**config.mk**
```make
export PLATFORM = sky130hd
export DESIGN_NAME = amp_menu_ctrl_flat
export DESIGN_NICKNAME = d
export VERILOG_FILES = /design/src/rtl/amp_menu_if.sv /design/src/rtl/amp_menu_ctrl.sv /design/src/flat_wrapper.sv
export SDC_FILE = /design/constraint.sdc
export NUM_CORES = 1
export LEC_CHECK = 0
export CAP_MARGIN = 30
export CORE_ASPECT_RATIO = 0.6
export CORE_UTILIZATION = 55
export DETAILED_ROUTE_END_ITERATION = 8
export PLACE_DENSITY_LB_ADDON = 0.08
export SLEW_MARGIN = 15
export SYNTH_ARGS = -nofsm -noshare
export SYNTH_HDL_FRONTEND = slang
export SYNTH_SLANG_ARGS = --single-unit
export TNS_END_PERCENT = 10
```
**constraint.sdc**
```tcl
create_clock -name clk -period 3.7 [get_ports clk]
set_clock_uncertainty 0.1 [all_clocks]
set_input_delay 0.925 -clock clk [delete_from_list [all_inputs] [get_ports clk]]
set_output_delay 0.925 -clock clk [all_outputs]
set_load 0.005 [all_outputs]
```
**src/rtl/amp_menu_if.sv**
```systemverilog
// Event, LCD-handshake and parameter-output bundle between the rotary front-end,
// amp_menu_ctrl, lcd_driver and the audio datapath.
interface amp_menu_if #(
  parameter int unsigned VOL_W  = 6,
  parameter int unsigned TONE_W = 4
);
  logic [1:0]        action;
  logic              start;
  logic              lcd_ack;
  logic              lcd_req;
  logic [1:0]        lcd_item;
  logic              lcd_edit;
  logic [VOL_W-1:0]  lcd_value;
  logic [VOL_W-1:0]  volume;
  logic [TONE_W-1:0] bass;
  logic [TONE_W-1:0] treble;
  logic              mute;
  logic              overflow;

  modport master (
    input  action, start, lcd_ack,
    output lcd_req, lcd_item, lcd_edit, lcd_value,
           volume, bass, treble, mute, overflow
  );

  modport slave (
    output action, start, lcd_ack,
    input  lcd_req, lcd_item, lcd_edit, lcd_value,
           volume, bass, treble, mute, overflow
  );
endinterface

```
**src/rtl/amp_menu_ctrl.sv**
```systemverilog
// Amplifier user menu: browse/edit FSM, parameter registers and LCD refresh handshake.
// Optional macro AUTO_EXIT_EN: edit mode returns to browse after TIMEOUT_CYCLES idle cycles.
module amp_menu_ctrl #(
  parameter int unsigned VOL_W          = 6,
  parameter int unsigned VOL_MAX        = 63,
  parameter int unsigned VOL_DEFAULT    = 32,
  parameter int unsigned TONE_W         = 4,
  parameter int unsigned TONE_MAX       = 15,
  parameter int unsigned TONE_DEFAULT   = 8,
  parameter int unsigned STEP           = 1,
  parameter int unsigned TIMEOUT_CYCLES = 500000000
) (
  input  logic       clk,
  input  logic       rst_n,
  amp_menu_if.master bus
);
  typedef enum logic [1:0] {ST_BROWSE, ST_EDIT, ST_LCD_WAIT} state_t;

  localparam logic [1:0] ACT_LEFT    = 2'd1;
  localparam logic [1:0] ACT_RIGHT   = 2'd2;
  localparam logic [1:0] ACT_PRESS   = 2'd3;
  localparam logic [1:0] ITEM_VOL    = 2'd0;
  localparam logic [1:0] ITEM_BASS   = 2'd1;
  localparam logic [1:0] ITEM_TREBLE = 2'd2;
  localparam logic [1:0] ITEM_MUTE   = 2'd3;

  // Reject parameter sets whose limits or defaults do not fit their registers.
  if (VOL_MAX >= (2 ** VOL_W) || TONE_MAX >= (2 ** TONE_W) || VOL_DEFAULT > VOL_MAX ||
      TONE_DEFAULT > TONE_MAX || TONE_W > VOL_W || STEP == 0 || TIMEOUT_CYCLES == 0) begin : g_bad_cfg
    $error("amp_menu_ctrl: inconsistent parameters");
  end

  state_t              state_q, state_d;
  logic                edit_q, edit_d;
  logic [1:0]          item_q, item_d;
  logic [VOL_W-1:0]    vol_q, vol_d;
  logic [TONE_W-1:0]   bass_q, bass_d;
  logic [TONE_W-1:0]   treble_q, treble_d;
  logic                mute_q, mute_d;
  logic [VOL_W-1:0]    lcd_value_q, lcd_value_d;
  logic                req_q, req_d;
  logic                pend_v_q, pend_v_d;
  logic [1:0]          pend_act_q, pend_act_d;
  logic                ovf_q, ovf_d;
  logic                consume;
  logic                changed;
  logic                up;

  // Saturating step toward max_v (up) or toward zero (down).
  function automatic int unsigned step_val(input int unsigned cur, input logic dir_up,
                                           input int unsigned max_v);
    int unsigned res;
    if (dir_up) res = (cur + STEP > max_v) ? max_v : cur + STEP;
    else        res = (cur < STEP) ? 0 : cur - STEP;
    return res;
  endfunction

  assign consume = pend_v_q && (state_q != ST_LCD_WAIT);
  assign up      = (pend_act_q == ACT_RIGHT);

`ifdef AUTO_EXIT_EN
  localparam int unsigned CNT_W = $clog2(TIMEOUT_CYCLES + 1);
  logic [CNT_W-1:0] idle_q, idle_d;
  logic             timeout;

  assign timeout = (state_q == ST_EDIT) && !consume && (idle_q == CNT_W'(TIMEOUT_CYCLES - 1));

  // Idle counter: cleared by any consumed event, frozen outside EDIT.
  always_comb begin
    idle_d = idle_q;
    if (consume || timeout)     idle_d = '0;
    else if (state_q == ST_EDIT) idle_d = idle_q + CNT_W'(1);
  end

  always_ff @(posedge clk or negedge rst_n) begin
    if (!rst_n) idle_q <= '0;
    else        idle_q <= idle_d;
  end
`endif

  always_comb begin
    state_d    = state_q;
    edit_d     = edit_q;
    item_d     = item_q;
    vol_d      = vol_q;
    bass_d     = bass_q;
    treble_d   = treble_q;
    mute_d     = mute_q;
    req_d      = req_q;
    ovf_d      = ovf_q;
    pend_v_d   = pend_v_q && !consume;
    pend_act_d = pend_act_q;
    changed    = 1'b0;

    if (consume) begin
      if (!edit_q) begin
        unique case (pend_act_q)
          ACT_LEFT:  item_d = item_q - 2'd1;
          ACT_RIGHT: item_d = item_q + 2'd1;
          default:   edit_d = 1'b1;
        endcase
        changed = 1'b1;
      end else if (pend_act_q == ACT_PRESS) begin
        edit_d  = 1'b0;
        changed = 1'b1;
      end else begin
        unique case (item_q)
          ITEM_VOL:    vol_d    = VOL_W'(step_val(32'(vol_q), up, VOL_MAX));
          ITEM_BASS:   bass_d   = TONE_W'(step_val(32'(bass_q), up, TONE_MAX));
          ITEM_TREBLE: treble_d = TONE_W'(step_val(32'(treble_q), up, TONE_MAX));
          default:     mute_d   = ~mute_q;
        endcase
        changed = (vol_d != vol_q) || (bass_d != bass_q) ||
                  (treble_d != treble_q) || (mute_d != mute_q);
      end
    end
`ifdef AUTO_EXIT_EN
    if (timeout) begin
      edit_d  = 1'b0;
      changed = 1'b1;
    end
`endif

    if (changed) begin
      req_d   = 1'b1;
      state_d = ST_LCD_WAIT;
    end else if (state_q == ST_LCD_WAIT && bus.lcd_ack) begin
      req_d   = 1'b0;
      state_d = edit_q ? ST_EDIT : ST_BROWSE;
    end

    // New event: loads if the slot is free or being consumed now, otherwise dropped.
    if (bus.start && bus.action != 2'd0) begin
      if (pend_v_d) begin
        ovf_d = 1'b1;
      end else begin
        pend_v_d   = 1'b1;
        pend_act_d = bus.action;
      end
    end

    unique case (item_d)
      ITEM_VOL:    lcd_value_d = vol_d;
      ITEM_BASS:   lcd_value_d = VOL_W'(bass_d);
      ITEM_TREBLE: lcd_value_d = VOL_W'(treble_d);
      default:     lcd_value_d = VOL_W'(mute_d);
    endcase
  end

  always_ff @(posedge clk or negedge rst_n) begin
    if (!rst_n) begin
      state_q     <= ST_BROWSE;
      edit_q      <= 1'b0;
      item_q      <= ITEM_VOL;
      vol_q       <= VOL_W'(VOL_DEFAULT);
      bass_q      <= TONE_W'(TONE_DEFAULT);
      treble_q    <= TONE_W'(TONE_DEFAULT);
      mute_q      <= 1'b0;
      lcd_value_q <= VOL_W'(VOL_DEFAULT);
      req_q       <= 1'b0;
      pend_v_q    <= 1'b0;
      pend_act_q  <= 2'd0;
      ovf_q       <= 1'b0;
    end else begin
      state_q     <= state_d;
      edit_q      <= edit_d;
      item_q      <= item_d;
      vol_q       <= vol_d;
      bass_q      <= bass_d;
      treble_q    <= treble_d;
      mute_q      <= mute_d;
      lcd_value_q <= lcd_value_d;
      req_q       <= req_d;
      pend_v_q    <= pend_v_d;
      pend_act_q  <= pend_act_d;
      ovf_q       <= ovf_d;
    end
  end

  assign bus.lcd_req   = req_q;
  assign bus.lcd_item  = item_q;
  assign bus.lcd_edit  = edit_q;
  assign bus.lcd_value = lcd_value_q;
  assign bus.volume    = vol_q;
  assign bus.bass      = bass_q;
  assign bus.treble    = treble_q;
  assign bus.mute      = mute_q;
  assign bus.overflow  = ovf_q;
endmodule

```
**src/flat_wrapper.sv**
```systemverilog
// flat-port wrapper written by rule: the top's interface ports become plain ports
module amp_menu_ctrl_flat 
#(
  parameter int unsigned VOL_W          = 6,
  parameter int unsigned VOL_MAX        = 63,
  parameter int unsigned VOL_DEFAULT    = 32,
  parameter int unsigned TONE_W         = 4,
  parameter int unsigned TONE_MAX       = 15,
  parameter int unsigned TONE_DEFAULT   = 8,
  parameter int unsigned STEP           = 1,
  parameter int unsigned TIMEOUT_CYCLES = 500000000
)
  (clk, rst_n, bus_action, bus_start, bus_lcd_ack, bus_lcd_req, bus_lcd_item, bus_lcd_edit, bus_lcd_value, bus_volume, bus_bass, bus_treble, bus_mute, bus_overflow);
  amp_menu_if #(.VOL_W(VOL_W), .TONE_W(TONE_W)) bus_i ();
  input  logic clk;
  input  logic rst_n;
  input wire logic [$bits(bus_i.action)-1:0] bus_action;
  input wire logic [$bits(bus_i.start)-1:0] bus_start;
  input wire logic [$bits(bus_i.lcd_ack)-1:0] bus_lcd_ack;
  output wire logic [$bits(bus_i.lcd_req)-1:0] bus_lcd_req;
  output wire logic [$bits(bus_i.lcd_item)-1:0] bus_lcd_item;
  output wire logic [$bits(bus_i.lcd_edit)-1:0] bus_lcd_edit;
  output wire logic [$bits(bus_i.lcd_value)-1:0] bus_lcd_value;
  output wire logic [$bits(bus_i.volume)-1:0] bus_volume;
  output wire logic [$bits(bus_i.bass)-1:0] bus_bass;
  output wire logic [$bits(bus_i.treble)-1:0] bus_treble;
  output wire logic [$bits(bus_i.mute)-1:0] bus_mute;
  output wire logic [$bits(bus_i.overflow)-1:0] bus_overflow;
  assign bus_i.action = bus_action;
  assign bus_i.start = bus_start;
  assign bus_i.lcd_ack = bus_lcd_ack;
  assign bus_lcd_req = bus_i.lcd_req;
  assign bus_lcd_item = bus_i.lcd_item;
  assign bus_lcd_edit = bus_i.lcd_edit;
  assign bus_lcd_value = bus_i.lcd_value;
  assign bus_volume = bus_i.volume;
  assign bus_bass = bus_i.bass;
  assign bus_treble = bus_i.treble;
  assign bus_mute = bus_i.mute;
  assign bus_overflow = bus_i.overflow;
  amp_menu_ctrl #(.VOL_W(VOL_W), .VOL_MAX(VOL_MAX), .VOL_DEFAULT(VOL_DEFAULT), .TONE_W(TONE_W), .TONE_MAX(TONE_MAX), .TONE_DEFAULT(TONE_DEFAULT), .STEP(STEP), .TIMEOUT_CYCLES(TIMEOUT_CYCLES)) u_core (.clk(clk), .rst_n(rst_n), .bus(bus_i));
endmodule
```
# --- Word-level counts from Yosys, hierarchy flattened ---
# Cells that the tools add are included.
# W data, S select, Z words.
totals:
  regBits: 31
  latch_bits: 0
  ram_bits: 0
  mem_bits_ro: 0
  word_cells: 110
  memories: 0
classes:
  add_sub_neg: 8
  mul: 0
  n_div: 0
  magnitude_cmp: 6
  eq_ne: 13
  shifts: 0
  n_mux: 53
  bitwise: 2
  reduce_logical: 16
op_table:
  columns: ["cell", "count"]
  rows:
  - ["$mux W4", 20]
  - ["$mux W6", 10]
  - ["$pmux W6 S3", 1]
  - ["$mux W1", 17]
  - ["$add A4 B1 Y5 const B", 2]
  - ["$eq A2 B2 Y1 const B", 5]
  - ["$gt A5 B4 Y1 const B", 2]
  - ["$lt A4 B1 Y1 const B", 2]
  - ["$mux W2", 4]
  - ["$ne A4 B4 Y1", 2]
  - ["$sub A4 B1 Y4 const B", 2]
  - ["$add A6 B1 Y7 const B", 1]
  - ["$gt A7 B6 Y1 const B", 1]
  - ["$eq A2 B1 Y1 const B", 3]
  - ["$lt A6 B1 Y1 const B", 1]
  - ["$ne A6 B6 Y1", 1]
  - ["$sub A6 B1 Y6 const B", 1]
  - ["$logic_and A1 B1 Y1", 4]
  - ["$logic_not A2 Y1", 2]
  - ["$pmux W2 S2", 1]
  - ["$reduce_and A2 Y1", 2]
  - ["$reduce_bool A2 Y1", 2]
  - ["$logic_or A1 B1 Y1", 3]
  - ["$reduce_or A3 Y1", 1]
  - ["other kinds (7)", 8]

# --- Logic depth before layout (Yosys ltp) ---
depth:
  word_depth: 16
  depth_mapped: 10

# --- Worst setup path before layout ---
# No wires, ideal clock.
synth_path:
  path_type: "register to register"
  from: "reg u_core.vol_q[0], in the netlist u_core.bus.volume[0]"
  to: "reg u_core.state_q[1]"
  setup_ns: 0.079
  t_arrival_ns: 2.115
  slack_ns: 1.405
  stages_incl_launch_ff: 10
  path_buffers: 1
  synth_period_minus_slack_ns: 2.295
  cell_sequence: "dfrtp_1 -> clkbuf_1 -> inv_1 -> ha_1 -> nand2b_1 -> nor4_4 -> o31ai_1 -> mux2_1 -> a31oi_1 -> a2bb2oi_1"
synth_between:
  elab_chain_cells: 16
  elab_cells_between_ends: 20
  cone_classes: "add/sub (2); order compare (2); eq/ne (1); mux (11); reduce/logical (4)"
synth_lines:
  columns: ["element", "line_no", "rtl"]
  rows:
  - ["start: declaration", "amp_menu_ctrl.sv:36", "logic [VOL_W-1:0] vol_q, vol_d;"]
  - ["start signal: assignment", "amp_menu_ctrl.sv:155", "vol_q <= VOL_W'(VOL_DEFAULT);"]
  - ["start signal: assignment", "amp_menu_ctrl.sv:168", "vol_q <= vol_d;"]
  - ["$add A6 B1 Y7", "amp_menu_ctrl.sv:53", "if (dir_up) res = (cur + STEP > max_v) ? max_v : cur + STEP;"]
  - ["$gt A7 B6 Y1", "amp_menu_ctrl.sv:53", null]
  - ["$mux W6 (2 in series)", "amp_menu_ctrl.sv:53", null]
  - ["$mux W6", "amp_menu_ctrl.sv:107", "unique case (item_q)"]
  - ["$mux W6", "amp_menu_ctrl.sv:103", "end else if (pend_act_q == ACT_PRESS) begin"]
  - ["$mux W6", "amp_menu_ctrl.sv:96", "if (!edit_q) begin"]
  - ["$mux W6", "amp_menu_ctrl.sv:95", "if (consume) begin"]
  - ["$ne A6 B6 Y1 *", "amp_menu_ctrl.sv:113", "changed = (vol_d != vol_q) || (bass_d != bass_q) ||"]
  - ["$logic_or A1 B1 Y1 * (2 in series)", "amp_menu_ctrl.sv:113", null]
  - ["$logic_or A1 B1 Y1 *", "amp_menu_ctrl.sv:114", "(treble_d != treble_q) || (mute_d != mute_q);"]
  - ["$mux W1 *", "amp_menu_ctrl.sv:103", null]
  - ["$mux W1 *", "amp_menu_ctrl.sv:96", null]
  - ["$mux W1 *", "amp_menu_ctrl.sv:95", null]
  - ["$mux W2 / $reduce_bool A2 Y1 (equally long branches)", null, null]
  - ["end signal: assignment", "amp_menu_ctrl.sv:165", "state_q <= state_d;"]
  - ["end: declaration", "amp_menu_ctrl.sv:33", "state_t state_q, state_d;"]
# Every way passes the cells marked *; elsewhere a longest branch is shown, timed or not. The select of a mux whose other input is x is not followed.
# A chain may end at the register's enable or synchronous reset.

# --- Worst setup path after layout ---
layout_path:
  from: "reg u_core.vol_q[3], in the netlist u_core.bus.volume[3]"
  to: "out bus_volume[3]"
layout_lines:
  columns: ["element", "line_no", "rtl"]
  rows:
  - ["end: declaration", "flat_wrapper.sv:24", "output wire logic [$bits(bus_i.volume)-1:0] bus_volume;"]
# No word-level cell between the ends.

==> flow_summary.yaml <==
run_status:
  status: "finished, final reports clean"
worst_hold_path:
  hp-class: "flop to flop"
placement:
  placed_cell_area_um2: 2630
  dp_hpwl_um: 4180
  globalplace.congestion: 0.948
  place_inst: 334
  port_buffers: 31
  dp_slack_ns: 1.18
synth:
  synth-warning-count: 0
  synth_area_leaders: "dfrtp_1, ha_1, dfstp_2"
  synth_nets: 282
  synth_top_cell_by_area: "dfrtp_1"
  synth_top_cell_area_share: 0.279
  synth.most_common_cell: "dfrtp_1"
  synthFlopType: "dfrtp_1"
  synth_edf_count: 0
  synth_common_cells: "dfrtp_1, nand2_1, inv_1, nand3_1, ha_1"
  synth_cells: 262
  syn_avg_cell_area_um2: 8.90
  synthDistinctLibCells: 66
  ys_ff_latch: 30
  seq_area_frac_synth: 0.324
  ys_async_sr_fraction: 1.00
  syn_area_um2: 2330
drt:
  wl_met2_um: 2140
  vias: 2182
  dr.pass1.iters: 5
  highest_layer: "met4"
  wl_met3_um: 566
  viasPerCell: 6.38
  drtIter0Drc: 294
  met1Wirelength_um: 2880
  wl_per_cell_um: 16.5
  final_antenna_net_count: 0
  drc: 0
  drt_wl_total_um: 5650
sta:
  period_needed_ns: 2.63
  hold_viol_final: 0
  fmax_mhz: 380
  slew_headroom: 0.608
  rsz0062_at_grt: "false"
  setup_viol: 0
  worst_hold_slack_ns: 0.394
  finalWorstSetupSlack_ns: 1.07
  worst_pin_slew_ns: 0.588
  fin_crit_sh: 0.710
  drv_slew: 0
  fin_setup_tns_ns: 0
final_layout:
  final_nets: 304
  layout-drive-gt1-share: 0.102
  final-instance-count-excl-fill: 342
  synthToLayoutAreaGrowth_pct: 16.2
  multi_input_area_um2: 1400
  nFillCells: 300
  diodes: 0
  seq_area_um2: 756
  final_area_um2: 2710
floorplanning:
  die-area_um2: 4510
  row_count: 17
  initial_utilization: 0.605
  core_um2: 3850
  num_io_pins: 32
  fp.dieH_um: 52.4
  fp.dieW_um: 86.0
clock_network:
  ctsHoldBuffers: 0
  path_clk_slew_ns: 0.06
  postCtsResizedCells: 0
  post_cts_buffers: 0
  clock_path_buffers: 2
  htreeDepth: 2
  clock-sinks: 30
  insertion_delay_ns: 0.28
  cts_root_buf: "clkbuf_8"
  cts_made_buffers: 5
  cts_tree: "built"
critical_path:
  slowest_delay_ns: 0.71
  start_kind: "flop"
  critical_path.max_fanout: 17
  slowest_stage: "dfrtp_1"
  path_buf_inv: 1
  crit_chain: "clkdlybuf4s50_1"
  r2r_slack_ns: 1.15
  criticalPathCategory: "flop to primary output"
  cp_top_family: "flip-flops"
  worst_ep_arrival_time_ns: 1.60
  endpoint_kind: "primary output"
  critPathRequiredTime_ns: 2.67
power_and_ir_drop:
  power.density_nw_per_um2: 876
  irDropWorstVdd_mv: 0.538
  leakagePower_uw: 0.00110
global_routing:
  antenna_found_initial: 0
  grt_overflow: 0
  grt_pass1_wl_um: 9530
  track_usage: 0.286
  grt_max_degree: 31
  first_global_vias: 1896
run:
  drv_cap: 0
-- layer usage --
layer  track usage  vias to the layer above
met5             0                        -
met4        0.0806                        0
met3        0.0709                        9
met2         0.377                      129
met1         0.450                     1014
li1              -                     1030
-- final cells by class --
class | count | share of cell area
repair buffers | 33 | 0.120
inverters | 20 | 0.0277
clock buffers | 8 | 0.0296
flip-flops and latches | 30 | 0.279
multi-input cells | 194 | 0.517
well taps | 57 | 0.0263
-- state kept, by name, summed over array words and instances (netlist names) --
signal                count
u_core.bus.bass           4
u_core.bus.lcd_edit       1
u_core.bus.lcd_item       2
u_core.bus.lcd_value      6
u_core.bus.mute           1
u_core.bus.overflow       1
u_core.bus.treble         4
u_core.bus.volume         6
u_core.pend_act_q         2
u_core.pend_v_q           1
u_core.state_q            2
-- where the power goes --
group | internal (µW) | switching (µW)
clock | 133 | 119
combinational | 666 | 741
sequential | 467 | 246
-- placed cells by master, fill, tap and decap left out, types with 2 or more instances in the layout --
master,instances
xnor2_1,3
dfstp_2,4
o31ai_1,2
or2_2,2
mux2_2,2
a41oi_1,3
mux2i_1,7
o2111ai_1,2
inv_1,18
o211ai_1,4
buf_4,2
nand2b_1,3
ha_1,14
a211oi_1,3
and3b_1,2
nand2_1,20
o21ai_1,5
a221o_1,2
o21ai_0,12
inv_2,2
nor2_1,10
a31oi_1,6
nor3_1,9
and4_1,3
and3_1,3
o221a_2,4
clkdlybuf4s50_1,31
nor4_1,3
dfrtp_1,26
nor2b_1,6
a21oi_1,9
clkbuf_8,5
nand3b_1,3
nand3_1,16
nand4_1,6
clkbuf_1,3
a2111oi_0,2
-- path summary, 6_finish.rpt --
kind	from	to	cells after the start
max in group asynchronous	rst_n	u_core.bus.treble[3]	2
setup reg to reg	u_core.bus.volume[0]	u_core.state_q[1]	8
hold / removal	u_core.state_q[0]	u_core.state_q[0]	1
hold reg to reg	u_core.state_q[0]	u_core.state_q[0]	1
setup / recovery	u_core.bus.volume[3]	bus_volume[3]	1
min in group asynchronous	rst_n	u_core.bus.lcd_value[4]	2
-- through the flow --
step | utilization | total power (µW)
2_1_floorplan | - | 1660
3_3_place_gp | 0.683 | 2070
3_5_place_dp | 0.683 | 2090
4_1_cts | 0.704 | 2350
5_1_grt | 0.704 | 2550
6_report | 0.704 | 2370
-- logic make-up after synthesis --
family	synth area share
buffers and inverters	0.0746
XOR/XNOR	0.0113
multiplexers	0.0542
AO/OA/AOI/OAI	0.216
flip-flops	0.324
adder cells (fa/ha/maj)	0.0751
AND/OR/NAND/NOR	0.244
Power figures use the tool's default switching activity.
